`src/rtl/rv32imc_types.sv`:
```
// Shared RV32IMC type package: M-extension divide opcodes and the
// helpers that classify them and produce divide-by-zero/overflow results.
package rv32imc_types;

   typedef enum logic [1:0] {
      div_div  = 2'd0,
      div_divu = 2'd1,
      div_rem  = 2'd2,
      div_remu = 2'd3
   } div_op_t;

   function automatic logic op_is_signed(div_op_t op);
      return (op == div_div) || (op == div_rem);
   endfunction

   function automatic logic op_is_rem(div_op_t op);
      return (op == div_rem) || (op == div_remu);
   endfunction

   // RISC-V mandated results: x/0 gives all ones and remainder x;
   // MIN/-1 gives MIN and remainder 0.
   function automatic logic [31:0] special_result(div_op_t op, logic div0, logic [31:0] a);
      if (div0) return op_is_rem(op) ? a : 32'hFFFF_FFFF;
      return op_is_rem(op) ? 32'h0000_0000 : 32'h8000_0000;
   endfunction

endpackage

```
`src/rtl/div_unit_if.sv`:
```
// Valid/ready request and response channels between execute and div_unit.
interface div_unit_if;
   import rv32imc_types::*;

   logic        in_valid;
   logic        in_ready;
   logic [31:0] a;
   logic [31:0] b;
   div_op_t     div_op;
   logic        flush;
   logic        out_valid;
   logic        out_ready;
   logic [31:0] out_result;

   modport master (
      output in_valid, a, b, div_op, flush, out_ready,
      input  in_ready, out_valid, out_result
   );

   modport slave (
      input  in_valid, a, b, div_op, flush, out_ready,
      output in_ready, out_valid, out_result
   );

endinterface

```
`src/rtl/div_unit.sv`:
```
// Iterative radix-2 restoring divider for DIV/DIVU/REM/REMU, 34-cycle latency.
// Define DIV_EARLY_OUT_EN to finish divide-by-zero and signed overflow on the accept edge.
module div_unit
   import rv32imc_types::*;
(
   input logic       clk,
   input logic       rst,
   div_unit_if.slave bus
);

   typedef enum logic [1:0] {IDLE, BUSY, FIXUP, DONE} state_t;

   state_t      state;
   div_op_t     op_q;
   logic        sign_a;
   logic        sign_b;
   logic        div0;
   logic        ovf;
   logic [31:0] a_q;
   logic [31:0] mag_b;
   logic [31:0] quo;
   logic [31:0] rem;
   logic [4:0]  cnt;
   logic [31:0] result;
   logic        valid;

   assign bus.in_ready   = (state == IDLE);
   assign bus.out_valid  = valid;
   assign bus.out_result = result;

   logic        accept;
   logic        in_signed;
   logic        in_neg_a;
   logic        in_neg_b;
   logic [31:0] in_mag_a;
   logic [31:0] in_mag_b;
   logic        in_div0;
   logic        in_ovf;

   always_comb begin
      accept    = bus.in_valid && (state == IDLE) && !bus.flush;
      in_signed = op_is_signed(bus.div_op);
      in_neg_a  = in_signed && bus.a[31];
      in_neg_b  = in_signed && bus.b[31];
      in_mag_a  = in_neg_a ? -bus.a : bus.a;
      in_mag_b  = in_neg_b ? -bus.b : bus.b;
      in_div0   = (bus.b == 32'd0);
      in_ovf    = in_signed && (bus.a == 32'h8000_0000) && (bus.b == 32'hFFFF_FFFF);
   end

   // The shifted remainder needs 33 bits for the compare; after the
   // restore it is always below |b| and fits back in 32.
   logic [32:0] rem_sh;
   logic [31:0] rem_sub;
   logic        take;
   logic [31:0] q_fix;
   logic [31:0] r_fix;
   logic [31:0] fix_result;

   always_comb begin
      rem_sh     = {rem, quo[31]};
      rem_sub    = rem_sh[31:0] - mag_b;
      take       = (rem_sh >= {1'b0, mag_b});
      q_fix      = (sign_a ^ sign_b) ? -quo : quo;
      r_fix      = sign_a ? -rem : rem;
      fix_result = op_is_rem(op_q) ? r_fix : q_fix;
      if (div0 || ovf) fix_result = special_result(op_q, div0, a_q);
   end

   // NOTE: all state uses non-blocking assignments so every register
   // samples the pre-edge values; flush outranks any state transition.
   always_ff @(posedge clk or posedge rst) begin
      if (rst) begin
         state  <= IDLE;
         op_q   <= div_div;
         sign_a <= 1'b0;
         sign_b <= 1'b0;
         div0   <= 1'b0;
         ovf    <= 1'b0;
         a_q    <= '0;
         mag_b  <= '0;
         quo    <= '0;
         rem    <= '0;
         cnt    <= '0;
         result <= '0;
         valid  <= 1'b0;
      end else if (bus.flush) begin
         state <= IDLE;
         valid <= 1'b0;
      end else begin
         case (state)
            IDLE: begin
               if (accept) begin
                  op_q   <= bus.div_op;
                  sign_a <= in_neg_a;
                  sign_b <= in_neg_b;
                  div0   <= in_div0;
                  ovf    <= in_ovf;
                  a_q    <= bus.a;
                  mag_b  <= in_mag_b;
                  quo    <= in_mag_a;
                  rem    <= '0;
                  cnt    <= '0;
`ifdef DIV_EARLY_OUT_EN
                  if (in_div0 || in_ovf) begin
                     result <= special_result(bus.div_op, in_div0, bus.a);
                     valid  <= 1'b1;
                     state  <= DONE;
                  end else begin
                     state <= BUSY;
                  end
`else
                  state <= BUSY;
`endif
               end
            end
            BUSY: begin
               rem <= take ? rem_sub : rem_sh[31:0];
               quo <= {quo[30:0], take};
               cnt <= cnt + 5'd1;
               if (cnt == 5'd31) state <= FIXUP;
            end
            FIXUP: begin
               result <= fix_result;
               valid  <= 1'b1;
               state  <= DONE;
            end
            DONE: begin
               if (bus.out_ready) begin
                  valid <= 1'b0;
                  state <= IDLE;
               end
            end
            default: state <= IDLE;
         endcase
      end
   end

endmodule

```
`src/flat_wrapper.sv`:
```
// flat-port wrapper written by rule: the top's interface ports become plain ports
module div_unit_flat import rv32imc_types::*;
  (clk, rst, bus_in_valid, bus_a, bus_b, bus_div_op, bus_flush, bus_out_ready, bus_in_ready, bus_out_valid, bus_out_result);
  div_unit_if bus_i ();
  input logic clk;
  input logic rst;
  input wire logic [$bits(bus_i.in_valid)-1:0] bus_in_valid;
  input wire logic [$bits(bus_i.a)-1:0] bus_a;
  input wire logic [$bits(bus_i.b)-1:0] bus_b;
  input wire logic [$bits(bus_i.div_op)-1:0] bus_div_op;
  input wire logic [$bits(bus_i.flush)-1:0] bus_flush;
  input wire logic [$bits(bus_i.out_ready)-1:0] bus_out_ready;
  output wire logic [$bits(bus_i.in_ready)-1:0] bus_in_ready;
  output wire logic [$bits(bus_i.out_valid)-1:0] bus_out_valid;
  output wire logic [$bits(bus_i.out_result)-1:0] bus_out_result;
  assign bus_i.in_valid = bus_in_valid;
  assign bus_i.a = bus_a;
  assign bus_i.b = bus_b;
  assign bus_i.div_op = bus_div_op;
  assign bus_i.flush = bus_flush;
  assign bus_i.out_ready = bus_out_ready;
  assign bus_in_ready = bus_i.in_ready;
  assign bus_out_valid = bus_i.out_valid;
  assign bus_out_result = bus_i.out_result;
  div_unit u_core (.clk(clk), .rst(rst), .bus(bus_i));
endmodule
```
`config.mk`:
```
export PLATFORM = sky130hd
export DESIGN_NAME = div_unit_flat
export DESIGN_NICKNAME = d
export VERILOG_FILES = /design/src/rtl/rv32imc_types.sv /design/src/rtl/div_unit_if.sv /design/src/rtl/div_unit.sv /design/src/flat_wrapper.sv
export SDC_FILE = /design/constraint.sdc
export NUM_CORES = 1
export LEC_CHECK = 0
export BUFFER_PORTS_ARGS = -buffer_cell sky130_fd_sc_hd__buf_4
export CORE_ASPECT_RATIO = 0.75
export CORE_MARGIN = 4
export CORE_UTILIZATION = 56
export CTS_CLUSTER_DIAMETER = 30
export DETAILED_ROUTE_END_ITERATION = 8
export PLACE_DENSITY = 0.87
export SLEW_MARGIN = 20
export SYNTH_ARGS = -nofsm -noshare
export SYNTH_HDL_FRONTEND = slang
export SYNTH_SLANG_ARGS = --single-unit
```
`constraint.sdc`:
```
create_clock -name clk -period 7.1 [get_ports clk]
set_input_delay 0.355 -clock clk [delete_from_list [all_inputs] [get_ports clk]]
set_output_delay 0.355 -clock clk [all_outputs]
set_load 0.02 [all_outputs]
```
==> flow_metrics.py, run 1 <==
metrics = {
    "run_status": {
        "status": "complete, no violations",
    },
    "sta": {
        "tightestPinTransition_ns": 0.9038,
        "slew_viol_final": 0,
        "setup_violations": 0,
        "max_slew_margin": 0.3975,
        "fin_crit_sh": 0.5729,
        "clock.fmax_ghz": 0.2458,
        "fin_skew_ns": 0.01358,
        "period_needed_ns": 4.068,
        "rsz0062_at_grt": "no",
        "hold_violations": 0,
        "fin_tns_setup_ns": 0,
    },
    "logic_synthesis": {
        "yosys_warnings": 0,
        "synth_top_family_by_area": "compound AO/OA/AOI/OAI gates",
        "syn-num-nets": 1632,
        "synth_edf_count": 0,
        "synth_seq_cells": 173,
        "syn_avg_cell_area_um2": 7.998,
        "synthCells": 1516,
        "synthXorXnorAreaFrac": 0.1062,
        "synth.top_cell.area_share": 0.3570,
        "synthSimpleGateAreaFrac": 0.2006,
        "yosysUniqueCellTypes": 71,
        "synthTopCellsByArea": "dfrtp_1, nand2_1, o21ai_0",
        "async_flop_share": 1.000,
        "ys_seq_area_frac": 0.3570,
        "yosys-mux-area-fraction": 0.003302,
        "synthAdderAreaFrac": 0.04705,
        "synth_ff_type": "dfrtp_1",
        "synth_area_leader_cell": "dfrtp_1",
        "synth_compound_area_frac": 0.2397,
        "synth_area_mm2": 0.01213,
    },
    "global_route": {
        "grt_pass1_wl_mm": 60.37,
        "grt_pass1_vias": 10990,
        "grt_max_degree": 79,
        "grt.overflow.total": 0,
        "antenna_found_initial": 0,
        "grt_usage": 0.3202,
    },
    "setup_path": {
        "cpMostUsedCell": "nand2b_1",
        "endpoint_kind": "flop",
        "reg2reg_slack_ns": 3.03,
        "crit_fanout": 55,
        "crit_path_start_kind": "flop",
        "worstPathRequired_ns": 7.48,
        "cp.arrival_ns": 4.44,
        "crit_chain": "ha_1, nand2_1, or3_1, nor4b_1, nand4_1, a22oi_1, a21oi_4, buf_4, nand2b_1, nor4_1, nand2b_1",
        "crit_slowest_cell": "ha_1",
        "max_stage_delay_ns": 0.46,
        "setup.worst_path.class": "flop to flop",
    },
    "layout": {
        "final_common_cell": "nand2_1",
        "fillers": 1825,
        "final_cell_mix": "nand2_1, dfrtp_1, o21ai_0, a21oi_1, buf_4",
        "area_growth_pct": 12.74,
        "antenna_cells": 0,
        "layout-drive-gt1-share": 0.1207,
        "nets": 1686,
    },
    "job": {
        "maxCapViolCount": 0,
    },
    "clock_tree": {
        "clockBufferDepth": 2,
        "clock_sinks": 173,
        "cts_root_buf": "clkbuf_16",
        "hold_buffers": 0,
        "cts_setup_buffers": 0,
        "clk_latency_ns": 0.44,
        "cts_inserted_buffers": 17,
        "cts-htree-levels": 4,
        "cts_tree": "built",
        "cts-resized-gates": 0,
        "clk_pin_slew_ns": 0.07,
    },
    "routing": {
        "route.detailed.drc": 0,
        "first_iter_violations": 2011,
        "antenna_left": 0,
        "drt-pass1-iter-count": 8,
        "wl_mm": 38.67,
        "num_vias": 12030,
        "routedWlPerCell_um": 20.67,
        "viasPerCell": 6.428,
    },
    "die": {
        "row_count": 46,
        "die_w_um": 177.9,
        "start_util": 0.5709,
        "ios": 105,
        "die_y_um": 135.4,
        "core-area_mm2": 0.02124,
        "fp.dieArea_mm2": 0.02410,
    },
    "placement": {
        "io_buffers": 104,
        "routabilityCongestion": 0.9739,
        "dpl.hpwl_mm": 28.79,
    },
    "pwr": {
        "total_power_uw": 7390,
        "leakage_uw": 0.006077,
        "power.density_mw_per_mm2": 540.6,
        "ir_worst_vdd_mv": 0.3810,
    },
    "hold_path": {
        "worstHoldPathType": "input port to asynchronous set/reset pin",
    },
}
worst max-delay path: cells and delay by family (launching register included):
family,cells,cell delay [ns]
fa+ha+maj,1,0.46
compound gates,2,0.50
simple gates,7,2.27
buf+inv,1,0.32
flops,1,0.45
path summary, 6_finish.rpt:
kind                                start        endpoint  depth (start not counted)
min                                   rst   u_core.a_q[5]                          2
max in group asynchronous             rst   u_core.rem[6]                          4
max reg2reg                u_core.rem[10]  u_core.rem[31]                         11
min in group clk            bus_div_op[1]  u_core.op_q[1]                          3
min reg2reg                u_core.a_q[27]  u_core.a_q[27]                          2
max                        u_core.rem[10]  u_core.rem[31]                         11
final cells by class:
type	count	area [um^2]	share of cell area
clock buffer	18	429.2	0.03139
clock inverter	14	125.1	0.009152
inverter	61	234.0	0.01712
multi-input combinational	1194	7268	0.5317
sequential	173	4330	0.3168
tap	288	360.3	0.02636
timing repair buffer	123	923.4	0.06755
stage by stage:
step / cells / hold WS [ns] / area, um^2 / utilization / worst slack [ns]
after floorplan: 1516 / 0.4403 / 12130 / - / 2.057
after global placement: 1839 / 0.4553 / 13110 / 0.6171 / 3.287
after detailed placement: 1839 / 0.4626 / 13110 / 0.6172 / 3.140
after CTS: 1871 / 0.08932 / 13660 / 0.6433 / 3.109
after global routing: 1871 / 0.1203 / 13670 / 0.6437 / 2.830
final: 1871 / 0.04598 / 13670 / 0.6437 / 3.032
kinds of logic (layout without fill, tap and decap cells):
group	count (synthesis)	after routing
compound gates	472	472
flops	173	173
mux	4	4
xor+xnor	147	147
fa+ha+maj	45	45
simple gates	526	526
buf+inv	149	216
sequential cells by signal (all words and copies together) (netlist names):
register	count
u_core.bus.out_result	32
u_core.ovf	1
u_core.bus.out_valid	1
u_core.rem	32
u_core.sign_b	1
u_core.div0	1
u_core.sign_a	1
u_core.op_q	1
u_core.state	2
u_core.mag_b	32
u_core.a_q	32
u_core.quo	32
u_core.cnt	5
power by group:
group	leakage (uW)	total, uW	internal, uW	switching, uW
logic	0.00362	4560	1710	2850
registers	0.00220	1910	1410	501
clock network	0.000261	919	462	457
total	0.00608	7390	3580	3810
routing by layer:
metal | up-vias | global-route usage | wire (um)
li1 | 5472 | - | -
met2 | 728 | 0.4330 | 15710
met1 | 5767 | 0.4792 | 16750
met4 | 0 | 0.07213 | 592
met5 | - | 0 | 0
met3 | 59 | 0.1289 | 5617
synth_stat cells (8+ instances only):
master    count
nor3_1       21
xor2_1       67
nand2_1     266
ha_1         44
a21o_1       16
dfrtp_1     173
o211ai_1     11
a221oi_1     11
nand4_1      17
o22ai_1      23
a22oi_1       8
xnor2_1      80
a31oi_1      15
o31ai_1      24
or3_1        12
clkbuf_1     83
nor2_1      104
nand2b_1     13
o41ai_1      11
nor2b_1      11
nand3_1      19
o21ai_0     167
inv_1        61
a21oi_1     129
nor4_1       15
Note: power is estimated with default switching activity, not from simulation.
==> run 2, diff against run 1 <==
==> constraint.sdc (replaced) <==
create_clock -name clk -period 4.2 [get_ports clk]
set_input_delay 0.21 -clock clk [delete_from_list [all_inputs] [get_ports clk]]
set_output_delay 0.21 -clock clk [all_outputs]
set_load 0.02 [all_outputs]
==> flow_metrics.py, run 2 (synthesized netlist as in run 1, its figures left out) <==
metrics = {
    "layout": {
        "final_core_util": 0.6530,
        "final_cell_mix": "nand2_1, dfrtp_1, o21ai_0, a21oi_1, buf_4",
        "design_area_mm2": 0.01387,
        "fillers": 1795,
        "nets": 1703,
        "layout-drive-gt1-share": 0.1206,
        "antenna_cells": 0,
        "area_growth_pct": 14.37,
        "final_common_cell": "nand2_1",
    },
    "setup_path": {
        "setup.worst_path.class": "flop to flop",
        "endpoint_kind": "flop",
        "crit_path_start_kind": "flop",
        "worstPathRequired_ns": 4.59,
        "crit_fanout": 9,
        "cp.arrival_ns": 4.07,
    },
    "clock_tree": {
        "cts_root_buf": "clkbuf_16",
        "clockBufferDepth": 2,
        "cts_inserted_buffers": 17,
        "cts_tree": "built",
        "clk_pin_slew_ns": 0.07,
        "cts_setup_buffers": 0,
        "cts-htree-levels": 4,
        "clock_sinks": 173,
        "clk_latency_ns": 0.46,
    },
    "sta": {
        "period_needed_ns": 3.674,
        "fin_tns_setup_ns": 0,
        "rsz0062_at_grt": "no",
        "whs_ns": 0.01697,
        "slew_viol_final": 0,
        "tightestPinTransition_ns": 1.013,
        "setup_violations": 0,
        "clock.fmax_ghz": 0.2722,
        "hold_violations": 0,
        "fin_skew_ns": 0.01427,
        "fin_crit_sh": 0.8747,
        "max_slew_margin": 0.3246,
    },
    "pwr": {
        "power.density_mw_per_mm2": 907.2,
        "ir_worst_vdd_mv": 0.5719,
        "leakage_uw": 0.006170,
        "total_power_uw": 12580,
    },
    "routing": {
        "antenna_left": 0,
        "route.detailed.drc": 0,
        "viasPerCell": 6.443,
        "num_vias": 12170,
        "first_iter_violations": 1909,
        "routedWlPerCell_um": 20.85,
        "drt-pass1-iter-count": 6,
        "wl_mm": 39.37,
    },
    "placement": {
        "routabilityCongestion": 1.003,
        "place_area_mm2": 0.01314,
        "io_buffers": 104,
        "dpl.hpwl_mm": 28.59,
    },
    "global_route": {
        "antenna_found_initial": 0,
        "grt_usage": 0.3243,
        "grt.overflow.total": 0,
        "grt_pass1_wl_mm": 61.02,
        "grt_pass1_vias": 10780,
        "grt_max_degree": 174,
    },
    "job": {
        "maxCapViolCount": 0,
    },
    "hold_path": {
        "worstHoldPathType": "input port to flop",
    },
    "die": {
        "ios": 105,
        "row_count": 46,
        "start_util": 0.5709,
        "fp.dieArea_mm2": 0.02410,
        "die_y_um": 135.4,
        "die_w_um": 177.9,
        "core-area_mm2": 0.02124,
    },
    "run_status": {
        "status": "complete, no violations",
    },
}
[run 2: worst paths after layout]
path                                      from               end  slack [ns]  depth (start not counted)
worst max-delay path            u_core.rem[11]    u_core.rem[31]        0.53                         10
worst min-delay path                 bus_a[28]    u_core.a_q[28]        0.02                          3
worst max register to register  u_core.rem[11]    u_core.rem[31]        0.53                         10
worst min register to register  u_core.a_q[23]    u_core.a_q[23]        0.48                          2
max in group asynchronous                  rst  u_core.mag_b[14]        3.44                          3
min in group asynchronous                  rst     u_core.quo[8]        0.05                          3
[run 2: layout make-up]
type                    instances  area, um^2  area share
flip-flops and latches        173        4330      0.3123
repair buffers                140        1101     0.07939
multi-input cells            1194        7269      0.5242
well taps                     288       360.3     0.02598
clock buffers                  18       439.2     0.03167
inverters                      61       232.7     0.01678
clock inverters                14       135.1    0.009744
[run 2: where the power goes]
| group | total [uW] | leakage, uW | switching (uW) | internal (uW) |
|---|---|---|---|---|
| Combinational | 7720 | 0.00369 | 4800 | 2910 |
| Sequential | 3270 | 0.00220 | 885 | 2380 |
| Clock | 1600 | 0.000280 | 752 | 843 |
[run 2: what timing repair did]
action / in CTS / in global routing
hold buffers: 15 / 0
resized for setup: 0 / 0
hold endpoints to repair: 16 / 0
[run 2: metrics by stage]
| step | cells | setup WS, ns |
|---|---|---|
| after global routing | 1888 | 0.3761 |
| final | 1888 | 0.5262 |
| after CTS | 1888 | 0.6028 |
| after detailed placement | 1841 | 0.6849 |
| after global placement | 1841 | 0.7658 |
| after floorplan | 1516 | 1.163 |
[run 2: critical path, stage by stage (launching register included)]
cell and delay, ns:
dfrtp_1 0.48, ha_1 0.44, nand2_1 0.15, or3_1 0.43, nor4b_1 0.53, nand4_1 0.22, a22oi_1 0.37, a21oi_4 0.06
nand2b_1 0.40, nor4_1 0.37, nand2b_1 0.15
[run 2: layer usage]
| layer | GRT usage | part of all wire |
|---|---|---|
| met1 | 0.4971 | 0.44 |
| met2 | 0.4319 | 0.41 |
| met3 | 0.1289 | 0.14 |
| met4 | 0.06097 | 0.013 |
| met5 | 0 | 0 |
==> run 3, diff against run 2 <==
--- a/config.mk
+++ b/config.mk
@@ -12,7 +12,7 @@
 export CTS_CLUSTER_DIAMETER = 30
 export DETAILED_ROUTE_END_ITERATION = 8
 export PLACE_DENSITY = 0.87
-export SLEW_MARGIN = 20
+export SLEW_MARGIN = 10
 export SYNTH_ARGS = -nofsm -noshare
 export SYNTH_HDL_FRONTEND = slang
 export SYNTH_SLANG_ARGS = --single-unit
==> constraint.sdc (replaced) <==
create_clock -name clk -period 4.07 [get_ports clk]
set_input_delay 0.814 -clock clk [delete_from_list [all_inputs] [get_ports clk]]
set_output_delay 0.814 -clock clk [all_outputs]
set_load 0.02 [all_outputs]
==> flow_metrics.py, run 3 (synthesized netlist as in run 1, its figures left out) <==
metrics = {
    "clock_tree": {
        "clockBufferDepth": 2,
        "hold_buffers": 0,
        "cts_setup_buffers": 0,
        "clk_latency_ns": 0.44,
        "cts_tree": "built",
        "cts_inserted_buffers": 17,
        "cts-htree-levels": 4,
        "cts-resized-gates": 0,
        "clk_pin_slew_ns": 0.07,
        "clock_sinks": 173,
        "cts_root_buf": "clkbuf_16",
    },
    "routing": {
        "route.detailed.drc": 0,
        "viasPerCell": 6.437,
        "num_vias": 12110,
        "first_iter_violations": 1866,
        "antenna_left": 0,
        "wl_mm": 38.30,
        "routedWlPerCell_um": 20.36,
        "drt-pass1-iter-count": 6,
    },
    "global_route": {
        "grt_pass1_vias": 11170,
        "grt_pass1_wl_mm": 60.51,
        "grt_max_degree": 93,
        "grt_usage": 0.3183,
        "grt.overflow.total": 0,
        "antenna_found_initial": 1,
    },
    "die": {
        "core-area_mm2": 0.02124,
        "fp.dieArea_mm2": 0.02410,
        "row_count": 46,
        "ios": 105,
        "die_w_um": 177.9,
        "start_util": 0.5709,
        "die_y_um": 135.4,
    },
    "sta": {
        "hold_violations": 0,
        "slew_viol_final": 0,
        "whs_ns": 0.4768,
        "fin_skew_ns": 0.008418,
        "rsz0062_at_grt": "no",
        "setup_violations": 0,
        "max_slew_margin": 0.4217,
        "fin_crit_sh": 0.8738,
        "tightestPinTransition_ns": 0.8666,
        "period_needed_ns": 3.556,
        "clock.fmax_ghz": 0.2812,
        "fin_tns_setup_ns": 0,
    },
    "setup_path": {
        "endpoint_kind": "flop",
        "crit_path_start_kind": "flop",
        "crit_end": "u_core.bus.out_result[24]",
        "max_stage_delay_ns": 0.55,
        "cp-startpoint": "u_core.rem[11]",
        "crit_fanout": 7,
        "r2r_cells": 10,
        "worstPathRequired_ns": 4.38,
        "r2r_start": "u_core.rem[11]",
        "setup.worst_path.class": "flop to flop",
        "cp.arrival_ns": 3.87,
        "reg2reg_slack_ns": 0.51,
        "crit_slowest_cell": "or4_4",
        "crit_chain": "buf_4, or4_4, or4_4, or3_1, or3_4, o21ai_0, xor2_1, o221ai_1, a21oi_1, o21ai_0",
        "r2r_end": "u_core.bus.out_result[24]",
    },
    "placement": {
        "io_buffers": 104,
        "routabilityCongestion": 1.013,
        "dpl.hpwl_mm": 28.64,
        "place_area_mm2": 0.01322,
    },
    "layout": {
        "design_area_mm2": 0.01379,
        "antenna_cells": 0,
        "fillers": 1771,
        "final_cell_mix": "nand2_1, dfrtp_1, o21ai_0, buf_4, a21oi_1",
        "layout-drive-gt1-share": 0.1249,
        "nets": 1696,
        "area_growth_pct": 13.73,
        "final_common_cell": "nand2_1",
    },
    "pwr": {
        "ir_worst_vdd_mv": 0.5280,
        "leakage_uw": 0.006152,
        "power.density_mw_per_mm2": 939.7,
    },
    "hold_path": {
        "worstHoldPathType": "flop to flop",
    },
    "job": {
        "maxCapViolCount": 0,
    },
    "run_status": {
        "status": "complete, no violations",
    },
}
run 3: worst min-delay path by stage:
stage / startpoint / end / slack (ns) / cells after the start
after floorplan: u_core.a_q[12] / u_core.a_q[12] / 0.44 / 2
after global placement: u_core.a_q[28] / u_core.a_q[28] / 0.45 / 2
after detailed placement: u_core.a_q[12] / u_core.a_q[12] / 0.46 / 2
after CTS: u_core.a_q[12] / u_core.a_q[12] / 0.48 / 2
after global routing: u_core.a_q[29] / u_core.a_q[29] / 0.49 / 2
final: u_core.a_q[27] / u_core.a_q[27] / 0.48 / 2
run 3: where the power goes:
part	switching [uW]	internal [uW]	total (uW)
Clock	793	817	1610
Sequential	888	2460	3350
Combinational	4940	3070	8000
Total	6620	6340	13000
run 3: stage by stage:
stage               instances  setup slack, ns  utilization  total power, uW
floorplan                1516           0.7790            -             8625
global placement         1849           0.4893       0.6224            10740
detailed placement       1849           0.3850       0.6224            11000
CTS                      1881           0.6164       0.6493            12670
global route             1881           0.3762       0.6493            13790
finish                   1881           0.5137       0.6493            12960
run 3: final cells by class:
cell class              instances  area (um^2)  area share
multi-input cells            1194         7258      0.5263
well taps                     288        360.3     0.02613
inverters                      61        232.7     0.01688
clock inverters                15        147.6     0.01071
flip-flops and latches        173         4330      0.3140
repair buffers                133         1036     0.07512
clock buffers                  17        425.4     0.03085
run 3: routing by layer:
layer  vias to the layer above  GRT usage  routed length [um]
li1                       5486          -                   -
met1                      5725     0.4907               16590
met2                       817     0.4275               15370
met3                        78     0.1013                5556
met4                         2    0.08373                 775
met5                         -          0                  13
run 3: worst max-delay path, delay by kind of cell (launching register included):
family	cells	cell delay (ns)
compound gates	4	0.70
xor+xnor	1	0.31
buf+inv	1	0.17
flops	1	0.39
simple gates	4	1.85
